===== config.mk =====
export PLATFORM = sky130hd
export DESIGN_NAME = fp32_mul_round_norm
export DESIGN_NICKNAME = d
export VERILOG_FILES = /design/src/rtl/fp32_mul_round_norm.sv
export SDC_FILE = /design/constraint.sdc
export NUM_CORES = 1
export LEC_CHECK = 0
export CAP_MARGIN = 20
export CORE_ASPECT_RATIO = 1.2
export CORE_MARGIN = 1.5
export CORE_UTILIZATION = 25
export DETAILED_ROUTE_END_ITERATION = 8
export GPL_ROUTABILITY_DRIVEN = 0
export GPL_TIMING_DRIVEN = 1
export PLACE_DENSITY = 0.44
export REMOVE_ABC_BUFFERS = 1
export SLEW_MARGIN = 40
export SYNTH_ARGS = -nofsm -noshare
export SYNTH_HDL_FRONTEND = slang
export SYNTH_SLANG_ARGS = --single-unit

===== constraint.sdc =====
create_clock -name clk -period 4.95 [get_ports clk]
set_clock_uncertainty 0.15 [all_clocks]
set_input_delay 0.99 -clock clk [delete_from_list [all_inputs] [get_ports clk]]
set_output_delay 0.99 -clock clk [all_outputs]
set_load 0.005 [all_outputs]

===== src/rtl/fp32_mul_round_norm.sv =====
// fp32_mul_round_norm: FP32 multiplier back end (normalize, RNE round, pack) in a 2-stage valid/ready pipe.
// Define FPMUL_SUBNORMAL_EN to emit subnormal results instead of flushing tiny results to signed zero.
module fp32_mul_round_norm #(
  parameter int XLEN  = 32,
  parameter int EXP_W = 8,
  parameter int MAN_W = 23
) (
  input  logic            clk,
  input  logic            rst,
  input  logic            in_valid,
  output logic            in_ready,
  input  logic            in_sign,
  input  logic [9:0]      in_exp,
  input  logic [47:0]     in_mant,
  input  logic            in_zero,
  input  logic            in_inf,
  input  logic            in_nan,
  output logic            out_valid,
  input  logic            out_ready,
  output logic [XLEN-1:0] result,
  output logic            overflow,
  output logic            underflow,
  output logic            inexact
);
  logic adv1, adv2, v1_q, v2_q;
  logic s1_q, g1_q, st1_q, z1_q, i1_q, n1_q, g1_d, st1_d;
  logic [MAN_W-1:0] f1_q, f1_d;
  logic [10:0] e1_q, e1_d;
  logic [XLEN-1:0] res_q, res_d;
  logic ovf_q, unf_q, inx_q, ovf_d, unf_d, inx_d, rup;
  logic [MAN_W:0] sum;
  logic signed [11:0] e1s, e2;
  assign adv2 = !v2_q || out_ready;
  assign adv1 = !v1_q || adv2;
  assign in_ready = adv1;
  assign f1_d  = in_mant[47] ? in_mant[46:24] : in_mant[45:23];
  assign g1_d  = in_mant[47] ? in_mant[23] : in_mant[22];
  assign st1_d = in_mant[47] ? |in_mant[22:0] : |in_mant[21:0];
  assign e1_d  = {in_exp[9], in_exp} + {10'd0, in_mant[47]};
  assign e1s = $signed({e1_q[10], e1_q});
  assign rup = g1_q && (st1_q || f1_q[0]);
  assign sum = {1'b0, f1_q} + {{MAN_W{1'b0}}, rup};
  assign e2  = e1s + $signed({11'd0, sum[MAN_W]});
`ifdef FPMUL_SUBNORMAL_EN
  // Hidden 1 plus fraction and guard, shifted right so lost bits land in the sticky field.
  logic [4:0] sh;
  logic [2*MAN_W+4:0] dn;
  logic [MAN_W:0] df, dsum;
  logic dg, dst, drup;
  assign sh   = (e1s < -12'sd24) ? 5'd26 : 5'(12'sd1 - e1s);
  assign dn   = {1'b1, f1_q, g1_q, {(MAN_W+3){1'b0}}} >> sh;
  assign df   = dn[2*MAN_W+4:MAN_W+4];
  assign dg   = dn[MAN_W+3];
  assign dst  = |dn[MAN_W+2:0] || st1_q;
  assign drup = dg && (dst || df[0]);
  assign dsum = df + {{MAN_W{1'b0}}, drup};
`endif
  always_comb begin
    res_d = {s1_q, e2[EXP_W-1:0], sum[MAN_W-1:0]};
    ovf_d = 1'b0;
    unf_d = 1'b0;
    inx_d = g1_q || st1_q;
    if (n1_q || i1_q || z1_q) begin
      res_d = n1_q ? 32'h7FC0_0000 : {s1_q, i1_q ? 31'h7F80_0000 : 31'h0};
      inx_d = 1'b0;
    end else if (e2 >= 12'sd255) begin
      res_d = {s1_q, {EXP_W{1'b1}}, {MAN_W{1'b0}}};
      ovf_d = 1'b1;
      inx_d = 1'b1;
    end
`ifdef FPMUL_SUBNORMAL_EN
    else if (e1s <= 0) begin
      res_d = {s1_q, {(EXP_W-1){1'b0}}, dsum};
      unf_d = dg || dst;
      inx_d = dg || dst;
    end
`else
    else if (e2 <= 0) begin
      res_d = {s1_q, {(XLEN-1){1'b0}}};
      unf_d = 1'b1;
      inx_d = 1'b1;
    end
`endif
  end
  always_ff @(posedge clk) begin
    if (rst) begin
      v1_q  <= 1'b0;
      v2_q  <= 1'b0;
      s1_q  <= 1'b0;
      g1_q  <= 1'b0;
      st1_q <= 1'b0;
      z1_q  <= 1'b0;
      i1_q  <= 1'b0;
      n1_q  <= 1'b0;
      f1_q  <= '0;
      e1_q  <= '0;
      res_q <= '0;
      ovf_q <= 1'b0;
      unf_q <= 1'b0;
      inx_q <= 1'b0;
    end else begin
      if (adv1) v1_q <= in_valid;
      if (adv1 && in_valid) begin
        s1_q  <= in_sign;
        g1_q  <= g1_d;
        st1_q <= st1_d;
        z1_q  <= in_zero;
        i1_q  <= in_inf;
        n1_q  <= in_nan;
        f1_q  <= f1_d;
        e1_q  <= e1_d;
      end
      if (adv2) v2_q <= v1_q;
      if (adv2 && v1_q) begin
        res_q <= res_d;
        ovf_q <= ovf_d;
        unf_q <= unf_d;
        inx_q <= inx_d;
      end
    end
  end
  assign out_valid = v2_q;
  assign result    = res_q;
  assign overflow  = ovf_q;
  assign underflow = unf_q;
  assign inexact   = inx_q;
endmodule


# == Yosys cells after proc, flatten, opt, wreduce, memory -nomap -nowiden ==
# Cells that the tools add are included.
# W data, S select, Z words.
# word_totals
reg_bits,77
out_inout_bits,37
# op_classes
addsub,3
order_cmp,2
muxes,16
reduce_logical,13
# ops
op,n
$mux W31,3
$mux W32,2
$add A23 B1 Y24,1
$mux W23,1
$reduce_or A23 Y1,1
$reduce_or A22 Y1,1
$add A11 B2 Y12,1
$ge A12 B9 Y1 const B,1
$le A12 B1 Y1 const B,1
$add A10 B2 Y11,1
$mux W1,10
$logic_or A1 B1 Y1,6
$logic_and A1 B1 Y1,3
$logic_not A1 Y1,2

# == Logic depth before layout (Yosys ltp) ==
# logic_depth
ltp_word,8
ltp_mapped,13
depth_no_buf,12

# == Worst setup path before layout ==
# OpenSTA, ideal clock, no wires.
# synth_timing
path_type,register to register
start,register g1_q
end,"register res_q[6], in the netlist result[6]"
setup_time_ns,0.067
arrival_time_ns,3.216
required_time_ns,4.733
path_slack_ns,1.517
stages_incl_launch_ff,14
path_buffers,1
cell_sequence,dfxtp_1 -> nand3_1 -> nor3_1 -> and4_1 -> and4_1 -> ha_1 -> ha_1 -> nand3_1 -> nor2_1 -> xnor2_1 -> a2111oi_2 -> or4b_4 -> buf_6 -> o21ai_2
# synth_via
elab_chain_len,7
word_cells_on_any_way,8
classes_between,add/sub (2); order compare (2); mux (3); reduce/logical (1)
# synth_rtl
item,line_no,text
from (decl),26,"logic s1_q, g1_q, st1_q, z1_q, i1_q, n1_q, g1_d, st1_d;"
from (signal assigned),105,g1_q <= g1_d;
$logic_and A1 B1 Y1 *,41,assign rup = g1_q && (st1_q || f1_q[0]);
$add A23 B1 Y24 *,42,"assign sum = {1'b0, f1_q} + {{MAN_W{1'b0}}, rup};"
$add A11 B2 Y12,43,"assign e2 = e1s + $signed({11'd0, sum[MAN_W]});"
$le A12 B1 Y1,78,else if (e2 <= 0) begin
$mux W31,78,
$mux W31 *,66,end else if (e2 >= 12'sd255) begin
$mux W32 *,63,if (n1_q || i1_q || z1_q) begin
to (signal assigned),115,res_q <= res_d;
to (decl),29,"logic [XLEN-1:0] res_q, res_d;"
# Every way passes the cells marked *; elsewhere a longest branch is shown, timed or not.
# A chain may end at the register's enable or synchronous reset.

# == Worst setup path in the final report ==
# layout_timing
start,register f1_q[6]
end,"register res_q[3], in the netlist result[3]"
# layout_via
elab_chain_len,6
word_cells_on_any_way,7
classes_between,add/sub (2); order compare (2); mux (3)
# layout_rtl
item,line_no,text
from (decl),27,"logic [MAN_W-1:0] f1_q, f1_d;"
from (signal assigned),95,f1_q <= '0;
from (signal assigned),110,f1_q <= f1_d;
$add A23 B1 Y24 *,42,
$add A11 B2 Y12 *,43,
$le A12 B1 Y1,78,
$mux W31,78,
$mux W31 *,66,
$mux W32 *,63,
# Marks and branches as above.

==> flow_summary_export.csv <==
group,metric,value,unit
place,dpl_cell_area,0.00512,sq mm
outcome,status,"finished, final reports clean",
final_layout,layout.nets,615,
synth,synth_top_family_by_area,"simple AND/OR/NAND/NOR gates",
critical_path,critPathArrivalTime,4240,ps
synth,yosys.area_share.simple,22.1,%
cts,path_clk_slew,60,ps
final_layout,fin_area,0.00542,sq mm
synth,synth_area_leaders,"dfxtp_1, a211oi_1, mux2i_1",
cts,cts_sinks,77,
critical_path,cp_common_cell,"and4_1",
sta,timing.final.crit_share,83.3,%
cts,ctsLongestPathBuffers,2,
place,place_hpwl,7.81,mm
routing,drt-wirelength-per-cell,14.0,um
critical_path,crit_path_top_delay_cell,"or4b_4",
critical_path,crit_path_cell_trace,"and4_1 > and3_1 > and4_1 > and4_1 > ha_1 > ha_1 > nand3_1 > nor4_1 > o32a_1 > or4b_4 > o21ai_0",
sta,worstMarginPinSlew,779,ps
place,port_buffers,102,
run,maxCapViolations,0,
synth,ys_ff_latch,77,
sta,hold_viol,0,
sta,rsz0062_at_grt,"no",
final_layout,seq_area,0.00154,sq mm
synth,synthXorXnorAreaFrac,7.95,%
power,vdd_drop_max,0.151,mV
routing,drt-total-wl,10.6,mm
synth,synth_compound_area_share,18.7,%
critical_path,cpLargestDelayFamily,"simple AND/OR/NAND/NOR gates",
floorplanning,die_y,141,um
routing,num_vias,3473,
synth,yosysWarnings,0,
floorplanning,placement_rows,50,
floorplanning,start_util,25.4,%
critical_path,crit_required,5070,ps
synth,synthCells,458,
floorplanning,core_area,0.0156,sq mm
sta,fmax,0.243,GHz
final_layout,layout-drive-gt1-share,10.2,%
cts,clk_latency,340,ps
synth,synthDistinctLibCells,50,
final_layout,fillCellCount,1595,
floorplanning,die-area,0.0166,sq mm
synth,synth_top_area_share,38.9,%
final_layout,fin_cells,757,
final_layout,syn_to_final_growth,36.6,%
power,p_leak,0.00194,uW
grt,grt_pass1_wl,17.0,mm
floorplanning,pin_count,103,
place,dp_cells,741,
critical_path,critPathKind,"register to register",
sta,finalSetupTns,0,ps
grt,grt_max_degree,74,
synth,ys_seq_area_share,38.9,%
critical_path,critPathBufInv,0,
final_layout,multiInputGateArea,0.00227,sq mm
final_layout,diodes,0,
cts,htreeDepth,3,
sta,maxSlewHeadroom,47.7,%
critical_path,start_kind,"register",
routing,drc,0,
routing,antenna_left,0,
synth,syn_avg_cell_area,8.65,sq um
synth,synth_mux_area_share,6.57,%
sta,drv_slew,0,
critical_path,crit_path_max_incr_delay,720,ps
routing,firstDrtPassIters,6,
cts,cts_buffers,9,
cts,root_buffer,"clkbuf_16",
critical_path,cp_max_fo,21,
critical_path,crit_path_end_kind,"register",
synth,synth_top_area_cell,"dfxtp_1",
cts,cts_resized,0,
cts,tritoncts,"built",
grt,antenna_found_initial,0,
cts,postCtsSetupRepairBufs,0,
sta,finalHoldWorstSlack,305,ps
sta,period_needed,4120,ps
grt,grt_pass1_vias,3394,
synth,netlist_area,0.00396,sq mm
floorplanning,die_w,118,um
synth,synth_adder_area_share,1.58,%
power,p_per_area,292,mW/mm^2
routing,viasPerCell,4.59,
sta,setup_viol_count_final,0,
routing,drt-initial-drc-count,171,
grt,grt-ovfl-total,0,
min_path,hold_path.class,"register to register",
grt,grt_use_total,12.9,%
final_layout,largest_register_ffs,32,
cts,cts_hold_buf,0,
[logic make-up after synthesis]
family | Yosys count
simple gates | 182
mux | 26
buf+inv | 34
fa+ha+maj | 5
flops | 77
xor+xnor | 36
compound gates | 98
[power breakdown]
part           internal (uW)  switching, uW  total (uW)
Sequential               658           42.5         700
Clock                    387            258         645
Combinational            131            106         237
[cell usage in the layout (no fill, tap or decap), drive strengths merged, types with 15 or more instances in the layout]
| cell | n |
|---|---|
| clkdlybuf4s50 | 100 |
| dfxtp | 77 |
| nand2 | 57 |
| nor2 | 55 |
| a211oi | 35 |
| mux2i | 26 |
| o21ai | 26 |
| nand3 | 22 |
| xor2 | 21 |
| xnor2 | 15 |
[metrics by stage]
stage                     power (uW)  setup WS [ps]  util (%)
final                           1580            828      34.8
after global routing            1660            433      34.8
after CTS                       1610            791      34.7
after detailed placement         954            819      32.9
after global placement           952            932      32.8
after floorplan                  819           1270         -
[worst paths after layout]
path,startpoint,slack (ps),to,cells past startpoint
setup reg to reg,f1_q[6],830,result[3],11
hold reg to reg,result[7],310,result[7],2
hold / removal,result[7],310,result[7],2
setup / recovery,f1_q[6],830,result[3],11
[synth_stat cells, drive strengths merged]
cell type / number
dfxtp: 77
xor2: 21
and2b: 1
nor2: 55
mux2i: 26
o21bai: 1
a21boi: 1
a31o: 1
inv: 3
o21ai: 26
a2111oi: 1
or4b: 1
nand2b: 2
a21oi: 14
a32o: 2
clkbuf: 22
o21a: 2
a2bb2oi: 1
nor3: 6
and4bb: 1
and2: 2
nand3: 22
a211oi: 35
o32a: 2
or2: 2
a31oi: 1
o31ai: 2
nand3b: 4
o211ai: 1
nand2: 57
nor4: 7
buf: 9
and3: 7
or3: 1
nor2b: 2
and4: 4
o221a: 4
nand4b: 1
nand4: 7
a41oi: 1
o31a: 1
o22ai: 2
xnor2: 15
ha: 5
[worst register-to-register path, delay by kind of cell (launching register included)]
kind / cells / cell delay (ps)
DFF: 1 / 440
adders and majority gates: 2 / 530
and+or+nand+nor: 7 / 2290
AOI/OAI and AO/OA: 2 / 640
[metal layers]
layer  vias up  GRT usage, %  share of wire [%]
met3        15          3.07                5.4
met4         0          5.78                2.3
li1       1811             -                  -
met5         -             0                  0
met1      1555          15.5                 45
met2        92          21.9                 47
[cell type report]
type / instances / share of cell area [%]
Sequential cell: 77 / 28.5
Inverter: 3 / 0.208
Tap cell: 208 / 4.81
Multi-Input combinational cell: 347 / 41.9
Clock inverter: 7 / 1.22
Timing Repair Buffer: 106 / 19.3
Clock buffer: 9 / 4.16
Power figures use the tool's default switching activity.
